**config.mk**
```make
export PLATFORM = sky130hd
export DESIGN_NAME = jk_seq_ctrl
export DESIGN_NICKNAME = d
export VERILOG_FILES = /design/src/rtl/jk_seq_ctrl.sv
export SDC_FILE = /design/constraint.sdc
export NUM_CORES = 1
export LEC_CHECK = 0
export ABC_AREA = 1
export CAP_MARGIN = 0
export CORE_UTILIZATION = 44
export DETAILED_ROUTE_END_ITERATION = 8
export GPL_ROUTABILITY_DRIVEN = 1
export PLACE_DENSITY = 0.77
export REMOVE_ABC_BUFFERS = 1
export SLEW_MARGIN = 30
export SYNTH_ARGS = -nofsm -noshare
export SYNTH_HDL_FRONTEND = slang
export SYNTH_SLANG_ARGS = --single-unit
```
**constraint.sdc**
```tcl
create_clock -name clk -period 1.5 [get_ports clk]
set_input_delay 0.15 -clock clk [delete_from_list [all_inputs] [get_ports clk]]
set_output_delay 0.15 -clock clk [all_outputs]
set_load 0.05 [all_outputs]
```
**src/rtl/jk_seq_ctrl.sv**
```systemverilog
// jk_seq_ctrl: command sequencer that drives the J/K/PR/CLR inputs of an
// external JK flip-flop bank. It supports clear, preset, load, toggle, a
// multi-cycle binary up-count, and an optional multi-cycle serial shift.
// Optional feature: define JK_SEQ_SHIFT_EN to build the SHIFT command (opcode 111).
// When it is not defined, opcode 111 is rejected exactly like opcode 110.
module jk_seq_ctrl #(
    parameter int WIDTH = 4
) (
    input  logic             clk,
    input  logic             rst,
    input  logic             cmd_valid,
    output logic             cmd_ready,
    input  logic [2:0]       cmd,
    input  logic [WIDTH-1:0] data_in,
    input  logic [3:0]       steps,
    input  logic [WIDTH-1:0] q_fb,
    output logic [WIDTH-1:0] J,
    output logic [WIDTH-1:0] K,
    output logic             PR,
    output logic             CLR,
    output logic             busy,
    output logic             done,
    output logic             err
);

    localparam logic [2:0] OP_NOP    = 3'b000;
    localparam logic [2:0] OP_CLEAR  = 3'b001;
    localparam logic [2:0] OP_PRESET = 3'b010;
    localparam logic [2:0] OP_LOAD   = 3'b011;
    localparam logic [2:0] OP_COUNT  = 3'b100;
    localparam logic [2:0] OP_TOGGLE = 3'b101;
    localparam logic [2:0] OP_RSVD   = 3'b110;
    localparam logic [2:0] OP_SHIFT  = 3'b111;

    typedef enum logic [2:0] {
        S_IDLE  = 3'd0,
        S_DRIVE = 3'd1,
        S_COUNT = 3'd2,
`ifdef JK_SEQ_SHIFT_EN
        S_SHIFT = 3'd3,
`endif
        S_DONE  = 3'd4
    } state_t;

    state_t           state_q, state_d;
    logic [2:0]       op_q, op_d;
    logic [WIDTH-1:0] data_q, data_d;
    logic [3:0]       cnt_q, cnt_d;
    logic             op_illegal;

    // Opcodes that finish with an error pulse instead of touching the bank.
`ifdef JK_SEQ_SHIFT_EN
    assign op_illegal = (op_q == OP_RSVD);
`else
    assign op_illegal = (op_q == OP_RSVD) || (op_q == OP_SHIFT);
`endif

    // State, latched operands and step counter; synchronous reset clears all.
    always_ff @(posedge clk) begin
        if (rst) begin
            state_q <= S_IDLE;
            op_q    <= '0;
            data_q  <= '0;
            cnt_q   <= '0;
        end else begin
            state_q <= state_d;
            op_q    <= op_d;
            data_q  <= data_d;
            cnt_q   <= cnt_d;
        end
    end

    // Next state: accept in IDLE, run DRIVE once or COUNT/SHIFT for 'steps' cycles.
    always_comb begin
        state_d = state_q;
        op_d    = op_q;
        data_d  = data_q;
        cnt_d   = cnt_q;
        case (state_q)
            S_IDLE: begin
                if (cmd_valid) begin
                    op_d   = cmd;
                    data_d = data_in;
                    cnt_d  = steps;
                    case (cmd)
                        OP_NOP, OP_CLEAR, OP_PRESET, OP_LOAD, OP_TOGGLE:
                            state_d = S_DRIVE;
                        OP_COUNT:
                            state_d = (steps == 4'd0) ? S_DONE : S_COUNT;
`ifdef JK_SEQ_SHIFT_EN
                        OP_SHIFT:
                            state_d = (steps == 4'd0) ? S_DONE : S_SHIFT;
`endif
                        default:
                            state_d = S_DONE;
                    endcase
                end
            end
            S_DRIVE: state_d = S_DONE;
            S_COUNT: begin
                cnt_d = cnt_q - 4'd1;
                if (cnt_q == 4'd1) state_d = S_DONE;
            end
`ifdef JK_SEQ_SHIFT_EN
            S_SHIFT: begin
                cnt_d = cnt_q - 4'd1;
                if (cnt_q == 4'd1) state_d = S_DONE;
            end
`endif
            S_DONE:  state_d = S_IDLE;
            default: state_d = S_IDLE;
        endcase
    end

    // Bank drive: idle values unless a driving state applies an operation; reset forces CLR low.
    always_comb begin
        logic carry;
        J     = '0;
        K     = '0;
        PR    = 1'b1;
        CLR   = 1'b1;
        carry = 1'b1;
        if (rst) begin
            CLR = 1'b0;
        end else begin
            case (state_q)
                S_DRIVE: begin
                    case (op_q)
                        OP_CLEAR:  CLR = 1'b0;
                        OP_PRESET: PR  = 1'b0;
                        OP_LOAD: begin
                            J = data_q;
                            K = ~data_q;
                        end
                        OP_TOGGLE: begin
                            J = data_q;
                            K = data_q;
                        end
                        default: ;
                    endcase
                end
                S_COUNT: begin
                    // Ripple carry: bit i toggles when all lower bits are 1.
                    for (int unsigned i = 0; i < unsigned'(WIDTH); i++) begin
                        J[i]  = carry;
                        K[i]  = carry;
                        carry = carry & q_fb[i];
                    end
                end
`ifdef JK_SEQ_SHIFT_EN
                S_SHIFT: begin
                    J[0] = data_q[0];
                    K[0] = ~data_q[0];
                    for (int unsigned i = 1; i < unsigned'(WIDTH); i++) begin
                        J[i] = q_fb[i-1];
                        K[i] = ~q_fb[i-1];
                    end
                end
`endif
                default: ;
            endcase
        end
    end

    // Handshake and status flags decoded from the current state.
    always_comb begin
        cmd_ready = (state_q == S_IDLE);
        busy      = (state_q != S_IDLE);
        done      = (state_q == S_DONE);
        err       = (state_q == S_DONE) && op_illegal;
    end

endmodule

```
==> results of run 1 <==
[power by group]
group / switching, W / leakage (nW) / total, W / internal, W
Sequential: 0.0000815 / 0.119 / 0.000522 / 0.000440
Clock: 0.000147 / 0.0210 / 0.000295 / 0.000148
Combinational: 0.000543 / 0.583 / 0.000937 / 0.000393
[worst max-delay path, stage by stage, from the launching register on]
cell	delay, ns
dfxtp_2	0.35
inv_2	0.14
nand3_4	0.14
nand2_1	0.15
nand3_2	0.12
a21oi_4	0.22
buf_12	0.16
[stage by stage]
step                      instances  setup TNS, ns  setup slack, ns
after floorplan                 140          -2.99            -1.03
after global placement          204              0           0.0628
after detailed placement        204              0          0.00109
after CTS                       214         -0.598          -0.0875
after global routing            215          -1.81           -0.278
final                           215          -1.23           -0.227
[cell type report]
class | count | area share [%]
timing repair buffer | 43 | 31.1
timing repair inverter | 1 | 0.431
multi-input combinational | 104 | 41.9
inverter | 22 | 5.60
clock buffer | 4 | 2.08
tap | 27 | 1.94
sequential | 14 | 17.0
[kinds of logic (layout without fill, tap and decap cells)]
| family | after synthesis | in the layout | synth area share (%) |
|---|---|---|---|
| fa+ha+maj | 2 | 2 | 2.67 |
| simple gates | 69 | 69 | 37.1 |
| xor+xnor | 1 | 1 | 0.935 |
| buf+inv | 25 | 70 | 11.7 |
| compound gates | 32 | 32 | 17.6 |
| flops | 14 | 14 | 29.9 |
[registers in the layout, summed over array words and instances, names as in the netlist]
signal,cells
cnt_q,4
data_q,4
op_q,3
state_q,3
[per-layer routing]
| layer | wire length [um] | vias to the layer above |
|---|---|---|
| met2 | 1910 | 80 |
| met1 | 1380 | 590 |
| met4 | 193 | 0 |
| li1 | - | 565 |
| met5 | 0 | - |
| met3 | 273 | 23 |
[what timing repair did]
| item | in CTS | in global routing |
|---|---|---|
| resized for setup | 42 | 12 |
| pin swaps | 7 | 11 |
| buffers inserted | 5 | 2 |
| gates cloned | 1 | 0 |
| setup endpoints to repair | 11 | 11 |
[cell usage in the layout, fill, tap and decap left out, types with 2 or more instances in the layout]
cell / n
a21oi_4: 4
nand3_2: 7
dfxtp_4: 3
nand3_1: 9
nand2_4: 4
a21oi_2: 5
inv_4: 4
clkbuf_4: 3
nand2_2: 3
buf_4: 12
inv_2: 2
clkdlybuf4s50_1: 16
buf_12: 14
nand2_1: 27
nand3_4: 4
nor3_1: 3
nand4_1: 2
inv_1: 15
a21oi_1: 12
dfxtp_2: 3
o21ai_1: 2
o21ai_0: 8
ha_1: 2
nor2_1: 4
dfxtp_1: 8
[how the worst min path moves through the flow]
stage | from | endpoint | slack [ns] | cells past startpoint
after global routing | data_in[3] | data_q[3]$_SDFFE_PP0P_ | 0.51 | 3
after global placement | data_q[2]$_SDFFE_PP0P_ | data_q[2]$_SDFFE_PP0P_ | 0.47 | 2
after floorplan | rst | cnt_q[3]$_SDFFE_PP0P_ | 0.22 | 1
final | cmd[2] | op_q[2]$_SDFFE_PP0P_ | 0.49 | 3
after detailed placement | data_q[2]$_SDFFE_PP0P_ | data_q[2]$_SDFFE_PP0P_ | 0.48 | 2
after CTS | data_in[3] | data_q[3]$_SDFFE_PP0P_ | 0.46 | 3
==> key figures, run 1 <==
Worst setup path
  • Reg2reg setup slack: 0.22 ns
  • Crit path DAT: 1.58 ns
  • RR Startpoint: state_q[2]$_SDFFE_PP0P_
  • R2R Path End: state_q[1]$_SDFFE_PP0P_
  • Crit path launch type: flop
  • CP startpoint: op_q[2]$_SDFFE_PP0P_
  • WP data required: 1.35 ns
  • Setup CP Type: flop to output port
  • Crit Path Max Fanout: 5
  • R2r worst-path depth: 7
  • Setup crit end: K[0]
  • Crit. End Element: output port

Pwr
  • VDD IR max: 0.000899 V
  • Design Power: 0.00175 W
  • Leak: 0.722 nW
  • PwrDens: 1010 nW/um^2

STA
  • Max frequency: 0.579 GHz
  • Min cycle time layout: 1.73 ns
  • Final Hold Fails: 0
  • Hold Slack: 0.492 ns
  • Worst slew margin: 73.4%
  • Final Worst Setup Slack: -0.227 ns
  • Slew @ Worst Pin: 0.395 ns
  • Final Skew: 0.0113 ns
  • RSZ-0062 raised after global routing: true
  • Slew Viols, Final: 0
  • Final setup viols: 10
  • Final Cycle Share: 115%

Final layout
  • Layout area overhead: 85.8%
  • Register area: 295 um^2
  • Final Core Density: 87.9%
  • Multi-input combinational cell area: 729 um^2
  • Layout cells sized above 1: 41.5%
  • Antenna diodes: 0
  • Fin area: 1740 um^2
  • Final #Nets: 209
  • Fill cells: 89

Routing
  • Avg Vias per Cell: 5.85
  • Routed Antenna Nets: 0
  • Drt total wl: 3750 um
  • DR pass1 iterations: 4
  • DRC: 0
  • Vias: 1258
  • DRT iter0 DRCs: 64
  • Wire per inst: 17.4 um

Global route
  • Met3 Use GR: 5.56%
  • GR peak layer: met2
  • First-pass GRT wire length: 4760 um
  • Met2 usage: 50.7%
  • Initial antenna violation count: 0
  • Met1 GRT Util: 36.5%
  • Largest net degree at the start of global routing: 19
  • GRT Resource Usage Total: 29.6%
  • Vias in the first global route: 1089
  • Grt total ovfl: 0

Die
  • Die X: 48.2 um
  • Core Region: 1980 um^2
  • Row count: 16
  • Initial Util: 47.3%
  • Die area: 2320 um^2
  • Top Ports: 32
  • Die height: 48.2 um

CTS
  • Worst-path clk slew: 0.09 ns
  • Clk_lat worst skew: 0.30 ns
  • Hold-fix buffers at CTS: 0
  • Root Driver: clkbuf_4
  • CTS Buf Count: 3
  • Sink Count: 14
  • H-tree depth: 1
  • Clock Tree Buf Depth: 2
  • CTS tree: done

Synth
  • Synth area leaders: dfxtp_1 30%, nand2_1 12%, a21oi_1 11%, nand3_1 10%, inv_1 7.2%
  • Mean Syn Cell Area: 6.55 um^2
  • Post-synth top flop: dfxtp_1
  • Sequential area share after synthesis: 29.9%
  • FF+latch count, synth: 14
  • Most common cell in the synthesized netlist: nand2_1
  • Commonest cells post-synth: 31 x nand2_1, 20 x a21oi_1, 19 x nand3_1, 18 x inv_1, 14 x dfxtp_1
  • Post-synth EDFFs: 0
  • Warning count from the yosys run: 0
  • Synth cell types: 26
  • Share of flip-flops with an asynchronous set or reset: 0%
  • Area of the mapped netlist: 937 um^2
  • Syn Inst Count: 143
  • Synth top area share: 29.9%
  • Cell taking the most area after synthesis: dfxtp_1

Min path
  • Hold WC Path Type: input pin to flop

Status
  • Failing checks: setup timing
  • Outcome: finished, violations left

Run
  • Max-capacitance violation count: 0

Placement
  • DP Area: 1440 um^2
  • Detailed placement HPWL: 2040 um
  • # port buffers: 30
  • GP Congestion: 0.779
(Power assumes the default switching activity.)
==> run 2: changes to the inputs <==
--- a/config.mk
+++ b/config.mk
@@ -10,6 +10,7 @@
 export CORE_UTILIZATION = 44
 export DETAILED_ROUTE_END_ITERATION = 8
 export GPL_ROUTABILITY_DRIVEN = 1
+export MAX_ROUTING_LAYER = met4
 export PLACE_DENSITY = 0.77
 export REMOVE_ABC_BUFFERS = 1
 export SLEW_MARGIN = 30
==> run 2 against run 1 <==
Against the previous run: the flow still finishes with violations (setup timing); combinational power grew 0.5%; flip-flop and latch count stayed put; sequential share of layout area unchanged; count of clock-buffer cells in the layout is the same; sequential power about the same; critical path type unchanged; critical endpoint unchanged.
==> key figures, run 2 (synthesized netlist as in run 1, its figures left out) <==
Status
  • Outcome: finished, violations left
  • Failing checks: setup timing

Pwr
  • VDD IR max: 0.000902 V (+0.38%)
  • PwrDens: 1010 nW/um^2 (+0.63%)
  • Leak: 0.722 nW (unchanged)

STA
  • Final Worst Setup Slack: -0.236 ns (-0.00935 ns)
  • Final setup viols: 10 (unchanged)
  • Final Hold Fails: 0 (unchanged)
  • Worst slew margin: 73.4% (about the same)
  • RSZ-0062 raised after global routing: true
  • Min cycle time layout: 1.74 ns (+0.00935 ns)
  • Final Skew: 0.00448 ns (-0.00682 ns)
  • Slew Viols, Final: 0 (unchanged)
  • Slew @ Worst Pin: 0.395 ns (-0.000418 ns)
  • Post-Route Setup TNS: -1.31 ns (-0.0798 ns)
  • Final Cycle Share: 116% (+0.62 points)
  • Max frequency: 0.576 GHz (-0.54%)

Placement
  • GP Congestion: 0.789 (+1.4%)
  • Placement Setup Slack: 0.00109 ns (unchanged)
  • Detailed placement HPWL: 2040 um (unchanged)
  • # port buffers: 30 (unchanged)

Die
  • Row count: 16 (unchanged)
  • Core Region: 1980 um^2 (unchanged)
  • Die height: 48.2 um (unchanged)
  • Top Ports: 32 (unchanged)
  • Initial Util: 47.3% (unchanged)
  • Die X: 48.2 um (unchanged)
  • Die area: 2320 um^2 (unchanged)

CTS
  • Hold-fix buffers at CTS: 0 (unchanged)
  • CTS tree: done
  • CTS Buf Count: 3 (unchanged)
  • Clock Tree Buf Depth: 2 (unchanged)
  • Sink Count: 14 (unchanged)
  • Root Driver: clkbuf_4
  • Clk_lat worst skew: 0.29 ns (about the same)
  • Worst-path clk slew: 0.10 ns (about the same)
  • H-tree depth: 1 (unchanged)

Global route
  • Vias in the first global route: 1089 (unchanged)
  • Grt total ovfl: 0 (unchanged)
  • First-pass GRT wire length: 4760 um (unchanged)
  • Largest net degree at the start of global routing: 19 (unchanged)
  • GRT Resource Usage Total: 30.5% (+0.93 points)
  • Initial antenna violation count: 0 (unchanged)

Routing
  • Routed Antenna Nets: 0 (unchanged)
  • DRT iter0 DRCs: 57 (-11%)
  • Drt total wl: 3820 um (+2.0%)
  • Vias: 1262 (+0.32%)
  • Avg Vias per Cell: 5.87 (+0.32%)
  • DR pass1 iterations: 4 (unchanged)
  • Wire per inst: 17.8 um (+2.0%)
  • DRC: 0 (unchanged)

Final layout
  • Biggest regs: cnt_q (4), data_q (4)
  • Most frequent cells in the layout: 27 x nand2_1, 16 x clkdlybuf4s50_1, 15 x inv_1
  • Antenna diodes: 0 (unchanged)
  • Layout cells sized above 1: 41.5% (unchanged)
  • Final #Nets: 209 (unchanged)
  • Final Core Density: 87.9% (unchanged)
  • Commonest non-fill, non-tap cell in the layout: nand2_1
  • Fill cells: 89 (unchanged)
  • Layout area overhead: 85.8% (unchanged)

Worst setup path
  • Crit Path Max Fanout: 5 (unchanged)
  • Crit path launch type: flop
  • Crit path DAT: 1.59 ns (about the same)
  • Worst path top cell family by delay: simple AND/OR/NAND/NOR gates
  • Critical path's slowest cell: dfxtp_2
  • Worst-path cell chain: inv_2 -> nand3_4 -> nand2_1 -> nand3_2 -> a21oi_4 -> buf_12
  • Setup CP Type: flop to output port
  • WP data required: 1.35 ns (about the same)
  • Crit. End Element: output port
  • CP peak stage delay: 0.36 ns (about the same)
  • Critical path buffers and inverters: 2 (unchanged)

Run
  • Max-capacitance violation count: 0 (unchanged)

Min path
  • Hold WC Path Type: input pin to flop
==> run 2: routing by layer <==
layer  vias to the layer above  routed length (um)  GRT usage, %
li1                        565                   -             -
met1                       583                1500          36.5
met2                        85                1930          50.7
met3                        29                 230          5.56
met4                         0                 165          11.1
met5                         -                   0             -
==> run 2: report_power, final <==
| part | switching [W] | internal [W] | leakage, nW | total [W] |
|---|---|---|---|---|
| registers | 0.0000830 | 0.000440 | 0.119 | 0.000523 |
| clock network | 0.000151 | 0.000148 | 0.0210 | 0.000299 |
| logic | 0.000548 | 0.000394 | 0.583 | 0.000942 |
==> run 2: worst reg2reg max path, delay by kind of cell, from the launching register on <==
family	cells	cell delay [ns]
AOI/OAI and AO/OA	1	0.15
buffers and inverters	2	0.25
DFF	1	0.38
and+or+nand+nor	4	0.43
==> run 2: metrics by stage <==
| stage | hold WS (ns) | total power, W | instance area, um^2 | instances |
|---|---|---|---|---|
| 2_1_floorplan | 0.219 | 0.000946 | 917 | 140 |
| 3_3_place_gp | 0.467 | 0.00125 | 1440 | 204 |
| 3_5_place_dp | 0.477 | 0.00127 | 1440 | 204 |
| 4_1_cts | 0.461 | 0.00166 | 1670 | 214 |
| 5_1_grt | 0.513 | 0.00182 | 1740 | 215 |
| 6_report | 0.483 | 0.00176 | 1740 | 215 |
==> run 2: repair_timing <==
item / CTS / global route
gates cloned: 1 / 0
endpoints found under the setup margin: 11 / 11
setup buffers: 5 / 2
resized for setup: 42 / 12
pin swaps: 7 / 11
==> run 2: worst paths after layout <==
kind                                start                       to  slack [ns]  cells past startpoint
setup / recovery     op_q[2]$_SDFFE_PP0P_                     K[0]       -0.24                      6
hold / removal                     cmd[2]     op_q[2]$_SDFFE_PP0P_        0.48                      3
hold reg to reg      op_q[0]$_SDFFE_PP0P_     op_q[0]$_SDFFE_PP0P_        0.52                      2
setup reg to reg  state_q[2]$_SDFFE_PP0P_  state_q[1]$_SDFFE_PP0P_        0.21                      7
==> run 2: cell type report <==
type / instances / area (um^2) / share of cell area [%]
clock buffer: 4 / 36.3 / 2.08
inverter: 22 / 97.6 / 5.60
multi-input combinational: 104 / 729 / 41.9
sequential: 14 / 295 / 17.0
tap: 27 / 33.8 / 1.94
timing repair buffer: 43 / 542 / 31.1
timing repair inverter: 1 / 7.51 / 0.431
==> RTL change (settings of run 2) <==
`WIDTH`: 4 -> 3.
--- a/src/rtl/jk_seq_ctrl.sv
+++ b/src/rtl/jk_seq_ctrl.sv
@@ -4,7 +4,7 @@
 // Optional feature: define JK_SEQ_SHIFT_EN to build the SHIFT command (opcode 111).
 // When it is not defined, opcode 111 is rejected exactly like opcode 110.
 module jk_seq_ctrl #(
-    parameter int WIDTH = 4
+    parameter int WIDTH = 3
 ) (
     input  logic             clk,
     input  logic             rst,
Ports: changed (resized J, K, data_in and q_fb); port bits go from 32 to 28. The function was not compared with the original's and may differ.
==> RTL change against run 2 <==
The flow still finishes with violations (negative setup slack). Synthesized area decreased by 8.0%. Die area shrank 7.7%. Maximum frequency grew 5.2%. Non-clock buffer count down 2. First-iteration DRC count increased by 12%. Wire length decreased by 1.4%. Via count is 2.9% lower. Worst setup slack gained 0.085 ns. Clock skew up 0.0017 ns. Sequential cell count decreased by 1. Power down 31%. Design area shrank 9.0%. Register-to-register slack got worse by 0.11 ns. Critical path type unchanged. Highest routed layer unchanged.
==> RTL change: results (changes against run 2) <==
Post-synth top cells=nand2_1 (37), inv_1 (21), nor2_1 (19) (was nand2_1 (31), a21oi_1 (20), nand3_1 (19)); crit-path max FO=4 (was 5); failing checks=negative setup slack (unchanged); Iter 0 DRT Violations=64 (was 57); Worst Path Arrival=1.50 ns (was 1.59 ns); Unique masters post-synth=24 (was 26); switching share of power=41.2% (was 44.4%); P_clk=240 µW (was 299 µW); largest net degree at the start of global routing=11 (was 19); routed wire length=3770 µm (was 3820 µm); routed vias/inst=5.92 (was 5.87); status=finished with violations (unchanged); layout cell share with drive strength beyond 1=40.1% (was 41.5%); first-pass iteration count of the detailed router=5 (was 4); Area after DPL=0.00130 mm² (was 0.00144 mm²); first-pass GRT wire length=4630 µm (was 4760 µm); top post-synthesis cells by area=dfxtp_1 (30%), nand2_1 (16%), inv_1 (9.1%) (was dfxtp_1 (30%), nand2_1 (12%), a21oi_1 (11%)); final worst slack=-0.151 ns (was -0.236 ns); post-synthesis sequential area ratio=30.2% (was 29.9%); nets@finish=201 (was 209); r2r setup slk=0.10 ns (was 0.21 ns); pre-CTS WS=0.0310 ns (was 0.00109 ns); worst hold slack=0.456 ns (was 0.483 ns); Slowest cell on crit path=dfxtp_4 (was dfxtp_2); worst vdd ir=0.683 mV (was 0.902 mV); CP max stage delay=0.40 ns (was 0.36 ns); cell internal pwr=710 µW (was 982 µW); Final Setup Violations=8 (was 10); GRT Resource Usage Total=31.4% (was 30.5%); input/output buffers=26 (was 30)
## RTL change: layout make-up
cell class                      count  area, µm²
Multi-Input combinational cell    102        679
Timing Repair Buffer               41        492
Sequential cell                    13        269
Fill cell                          74        198
Inverter                           22       87.6
Tap cell                           25       31.3
Clock buffer                        4       26.3
## RTL change: layer usage
| metal | routed length, µm | share of wire [%] | up-vias | track usage, % |
|---|---|---|---|---|
| li1 | - | - | 529 | - |
| met1 | 1370 | 36 | 556 | 35.6 |
| met2 | 1870 | 50 | 108 | 52.4 |
| met3 | 316 | 8.4 | 32 | 5.49 |
| met4 | 213 | 5.7 | 0 | 15.9 |
| met5 | 0 | 0 | - | - |
## RTL change: kinds of logic (layout without fill, tap and decap cells)
family / Yosys count / after routing / synth area share [%]
AND/OR/NAND/NOR: 79 / 79 / 41.1
buffers and inverters: 25 / 67 / 12.2
AO/OA/AOI/OAI: 20 / 20 / 12.6
flip-flops: 13 / 13 / 30.2
adder cells (fa/ha/maj): 2 / 2 / 2.90
XOR/XNOR: 1 / 1 / 1.02
## RTL change: metrics by stage
stage / cells / setup TNS [ns]
after CTS: 203 / -0.465
after detailed placement: 194 / 0
after global placement: 194 / 0
after global routing: 207 / -1.15
after floorplan: 137 / -1.51
final: 207 / -0.868
## RTL change: worst paths after layout
check	start	endpoint	depth (start not counted)
max reg2reg	state_q[2]$_SDFFE_PP0P_	op_q[2]$_SDFFE_PP0P_	7
min	data_in[2]	data_q[2]$_SDFFE_PP0P_	3
max	op_q[1]$_SDFFE_PP0P_	K[2]	7
min reg2reg	cnt_q[3]$_SDFFE_PP0P_	cnt_q[3]$_SDFFE_PP0P_	2
## RTL change: what timing repair did
item,CTS,global route
buffers inserted,5,4
gates resized for setup,39,13
endpoints found under the setup margin,8,8
pin swaps,12,11
hold buffers,0,0
